## src/rtl/pipe_pkg.sv

```systemverilog
// Shared constants for pipeline-stage registers: default payload width,
// the PC reset vector and the occupancy encoding reported on level.
package pipe_pkg;

    localparam int          DEFAULT_WIDTH  = 32;
    localparam logic [31:0] PC_RESET_VALUE = 32'h8002_0000;

    typedef enum logic [1:0] {
        EMPTY = 2'd0,
        ONE   = 2'd1,
        FULL  = 2'd2
    } level_e;

endpackage

```

## src/rtl/pipe_slot.sv

```systemverilog
// One storage slot of a pipeline stage: payload plus valid bit, with a
// load enable and a clear that drops the entry but leaves the payload intact.
module pipe_slot
    import pipe_pkg::*;
#(
    parameter int               WIDTH       = DEFAULT_WIDTH,
    parameter logic [WIDTH-1:0] RESET_VALUE = '0
) (
    input  logic             clock,
    input  logic             reset,
    input  logic             clear,
    input  logic             load,
    input  logic [WIDTH-1:0] load_data,
    output logic             valid,
    output logic [WIDTH-1:0] data
);

    // NOTE: non-blocking assignments keep every register sampling pre-edge values;
    // the payload is reset too because RESET_VALUE is architecturally visible (PC).
    always_ff @(posedge clock or negedge reset) begin
        if (!reset) begin
            valid <= 1'b0;
            data  <= RESET_VALUE;
        end else if (clear) begin
            // NOTE: clear beats load so a squashed entry never lands, and data holds.
            valid <= 1'b0;
        end else if (load) begin
            valid <= 1'b1;
            data  <= load_data;
        end
    end

endmodule

```

## src/rtl/pipe_stage_reg.sv

```systemverilog
// Pipeline-stage register with valid/ready handshake, synchronous flush and an
// optional skid slot that makes in_ready a pure register output.
module pipe_stage_reg
    import pipe_pkg::*;
#(
    parameter int               WIDTH       = DEFAULT_WIDTH,
    parameter logic [WIDTH-1:0] RESET_VALUE = '0,
    parameter bit               SKID        = 1'b1
) (
    input  logic             clock,
    input  logic             reset,
    input  logic             flush,
    input  logic             in_valid,
    input  logic [WIDTH-1:0] in_data,
    output logic             in_ready,
    output logic             out_valid,
    output logic [WIDTH-1:0] out_data,
    input  logic             out_ready,
    output logic [1:0]       level
);

    logic             accept;
    logic             consume;
    logic             main_valid;
    logic             main_load;
    logic             main_clear;
    logic [WIDTH-1:0] main_din;

    assign accept    = in_valid & in_ready;
    assign consume   = main_valid & out_ready;
    assign out_valid = main_valid;

    pipe_slot #(
        .WIDTH       (WIDTH),
        .RESET_VALUE (RESET_VALUE)
    ) u_main (
        .clock     (clock),
        .reset     (reset),
        .clear     (main_clear),
        .load      (main_load),
        .load_data (main_din),
        .valid     (main_valid),
        .data      (out_data)
    );

    generate
        if (SKID) begin : g_skid
            logic             skid_valid;
            logic             skid_load;
            logic             skid_clear;
            logic [WIDTH-1:0] skid_data;
            logic             main_free;

            // Main can take a new entry when it is empty or its head leaves now.
            assign main_free  = ~main_valid | consume;
            assign in_ready   = ~skid_valid;

            // The skid entry is older than anything arriving, so it drains first.
            assign main_load  = main_free & (skid_valid | accept);
            assign main_din   = skid_valid ? skid_data : in_data;
            assign main_clear = flush | (main_free & ~skid_valid & ~accept);

            assign skid_load  = ~main_free & accept;
            assign skid_clear = flush | (main_free & skid_valid);

            pipe_slot #(
                .WIDTH       (WIDTH),
                .RESET_VALUE (RESET_VALUE)
            ) u_skid (
                .clock     (clock),
                .reset     (reset),
                .clear     (skid_clear),
                .load      (skid_load),
                .load_data (in_data),
                .valid     (skid_valid),
                .data      (skid_data)
            );

            always_comb begin
                level = EMPTY;
                case ({main_valid, skid_valid})
                    2'b11:   level = FULL;
                    2'b00:   level = EMPTY;
                    default: level = ONE;
                endcase
            end
        end else begin : g_single
            assign in_ready   = ~main_valid | out_ready;
            assign main_load  = accept;
            assign main_din   = in_data;
            assign main_clear = flush | (consume & ~accept);
            assign level      = main_valid ? ONE : EMPTY;
        end
    endgenerate

endmodule

```

## config.mk

```make
export PLATFORM = sky130hd
export DESIGN_NAME = pipe_stage_reg
export DESIGN_NICKNAME = d
export VERILOG_FILES = /design/src/rtl/pipe_pkg.sv /design/src/rtl/pipe_slot.sv /design/src/rtl/pipe_stage_reg.sv
export SDC_FILE = /design/constraint.sdc
export NUM_CORES = 1
export LEC_CHECK = 0
export CAP_MARGIN = 5
export CORE_ASPECT_RATIO = 0.8
export CORE_MARGIN = 2
export CORE_UTILIZATION = 25
export DETAILED_ROUTE_END_ITERATION = 10
export SLEW_MARGIN = 20
export SYNTH_ARGS = -nofsm -noshare
export SYNTH_HDL_FRONTEND = slang
export SYNTH_SLANG_ARGS = --single-unit
```

## constraint.sdc

```tcl
create_clock -name clock -period 3.07 [get_ports clock]
set_input_delay 0.4605 -clock clock [delete_from_list [all_inputs] [get_ports clock]]
set_output_delay 0.4605 -clock clock [all_outputs]
set_load 0.02 [all_outputs]
```

==> results.yml <==
die:
  ios: 73
  die_w_um: 124
  core_mm2: 0.0114
  fp-row-count: 35
  start_util: 0.253
  die_area_mm2: 0.0124
  die_height_um: 100
sta:
  tightest_slew_ps: 798
  slew_headroom: 0.468
  min_period_over_period: 0.682
  clock_skew_ps: 5.46
  period_needed_ps: 2090
  slew_viol_final: 0
  hold_violations: 0
  finalSetupViolCount: 0
  rsz0062_at_grt: "false"
  finalSetupTns_ps: 0
  fmax_ghz: 0.478
cts:
  clk_pin_slew_ps: 50
  clk_path_buf_depth: 2
  ctsHoldBuffers: 0
  numClockSinks: 66
  clk_latency_ps: 330
  cts.htree.levels: 3
  cts_tree: "built"
  clock-root-buffer: "clkbuf_16"
  ctsResizeCount: 0
  cts_buffers: 9
  cts_setup_buffers: 0
global_routing:
  grt_use_total: 0.0979
  overflow: 0
  grt_pass1_vias: 1808
  grt_pass1_wl_um: 9110
  antenna_found_initial: 0
  grt_max_degree: 35
place:
  portBuffers: 72
  gp_congestion: 0.679
  placedCellCount: 395
  hpwl_um: 3440
finish:
  layout_common_cells: "92 x mux2_2, 71 x clkdlybuf4s50_1, 65 x dfrtp_1, 9 x clkbuf_16, 4 x mux2_1"
  drive_gt1_frac: 0.431
  n_antenna_cell: 0
  fin_cells: 410
  multiInputGateArea_mm2: 0.00116
  seqCellArea_mm2: 0.00165
  syn_to_final_growth_pct: 40.2
  final_common_cell: "mux2_2"
  nets: 296
  utilization: 0.355
  nFillCells: 1154
power:
  p_leak_nw: 1.63
  p_total_w: 0.00273
  p_per_area_mw_per_mm2: 675
  ir_drop_uv: 245
  combPwrFrac: 0.213
  clockPowerShare: 0.367
  power_switching_w: 0.000678
  seq_power_share: 0.420
  p_int_w: 0.00205
  p_sw_frac: 0.249
logic_synthesis:
  synth_area_mm2: 0.00289
  syn_nets: 219
  avgSynthCellArea_um2: 15.9
  netlist_instances: 181
  yosys_register_bits: 66
  yosysSeqAreaShare: 0.572
  yosys_warnings: 0
  synth_cell_types: 16
worst_setup_path:
  slowest_delay_ps: 590
  endpoint_kind: "output port"
  crit_arrival_ps: 1630
  crit_fanout: 5
  cp_cell_sequence: "ha_1 > clkdlybuf4s50_1"
  worst-path-buf-inv: 1
  cp.required_ps: 2610
  path_delay_family: "buffers and inverters"
  start_kind: "flop"
  critPathSlowestCell: "clkdlybuf4s50_1"
  path_class: "reg -> out"
drt:
  first_pass_iters: 3
  wl_um: 5410
  drt_iter0_markers: 35
  antenna_left: 0
  vias: 1700
  wl_per_cell_um: 13.2
  via_per_inst: 4.15
  drc: 0
status:
  status: "completed"
job:
  maxCapViolations: 0
hold_path:
  hold_class: "in -> async"
-- final timing paths --
path,from,endpoint,slack [ps],depth (start not counted)
setup / recovery,g_skid.u_skid.valid,level[0],980,2
hold / removal,reset,u_main.data[27],220,1
setup reg to reg,u_main.valid,u_main.data[31],1390,4
hold reg to reg,g_skid.u_skid.data[13],g_skid.u_skid.data[13],480,1
max in group asynchronous,reset,g_skid.u_skid.valid,2190,2
min in group clock,g_skid.u_skid.data[13],g_skid.u_skid.data[13],480,1
-- stage by stage --
| step | hold WS, ps | setup WS (ps) | area [µm²] |
|---|---|---|---|
| detailed placement | 474 | 800 | 3760 |
| global route | 293 | 931 | 4050 |
| global placement | 466 | 829 | 3760 |
| CTS | 253 | 954 | 4050 |
| finish | 220 | 976 | 4050 |
| floorplan | 165 | 1410 | 2890 |
-- worst register-to-register path: stages, from the launching register on --
cell	delay, ps
dfrtp_1	400
nor2b_1	160
nor3_4	170
buf_4	440
mux2_2	400
-- per-layer routing --
metal | part of all wire | up-vias | track usage
li1 | - | 803 | -
met3 | 0.068 | 7 | 0.0460
met4 | 0.017 | 0 | 0.0363
met1 | 0.47 | 844 | 0.119
met2 | 0.45 | 46 | 0.151
met5 | 0 | - | 0
-- power by group through the flow --
| stage | Clock (W) | Sequential (W) | Combinational [W] |
|---|---|---|---|
| after floorplan | 0 | 0.00125 | 0.000223 |
| after global placement | 0 | 0.00116 | 0.000581 |
| after detailed placement | 0 | 0.00116 | 0.000590 |
| after CTS | 0.00103 | 0.00115 | 0.000593 |
| after global routing | 0.00108 | 0.00118 | 0.000628 |
| final | 0.00100 | 0.00115 | 0.000582 |
-- synthesized netlist by cell type --
cell type / instances / area, µm²
inv_1: 1 / 3.75
buf_4: 4 / 30.0
nor2b_1: 1 / 6.26
buf_2: 1 / 5.00
dfrtp_1: 66 / 1650
nor3_1: 1 / 5.00
nor3_2: 1 / 10.0
a21oi_1: 1 / 5.00
nor2_1: 1 / 3.75
nor4b_4: 1 / 23.8
nand2b_1: 1 / 6.26
buf_6: 3 / 33.8
mux2_1: 4 / 45.0
ha_1: 1 / 12.5
mux2_2: 92 / 1040
clkbuf_1: 2 / 7.51
-- layout make-up --
class                   count  share of cell area
flip-flops and latches     66               0.408
multi-input cells         104               0.287
repair buffers             76               0.187
clock buffers              12              0.0609
well taps                 148              0.0458
clock inverters             3             0.00989
inverters                   1            0.000928
-- kinds of logic after synthesis --
| family | Yosys count | synth area share |
|---|---|---|
| AOI/OAI and AO/OA | 1 | 0.00173 |
| adders and majority gates | 1 | 0.00434 |
| buffers and inverters | 11 | 0.0278 |
| DFF | 66 | 0.572 |
| muxes | 96 | 0.375 |
| and+or+nand+nor | 6 | 0.0191 |
-- flip-flops by register name, summed over array words and instances (netlist names) --
signal / flops
g_skid.u_skid.data: 32
g_skid.u_skid.valid: 1
u_main.data: 32
u_main.valid: 1
Power figures use the tool's default switching activity.
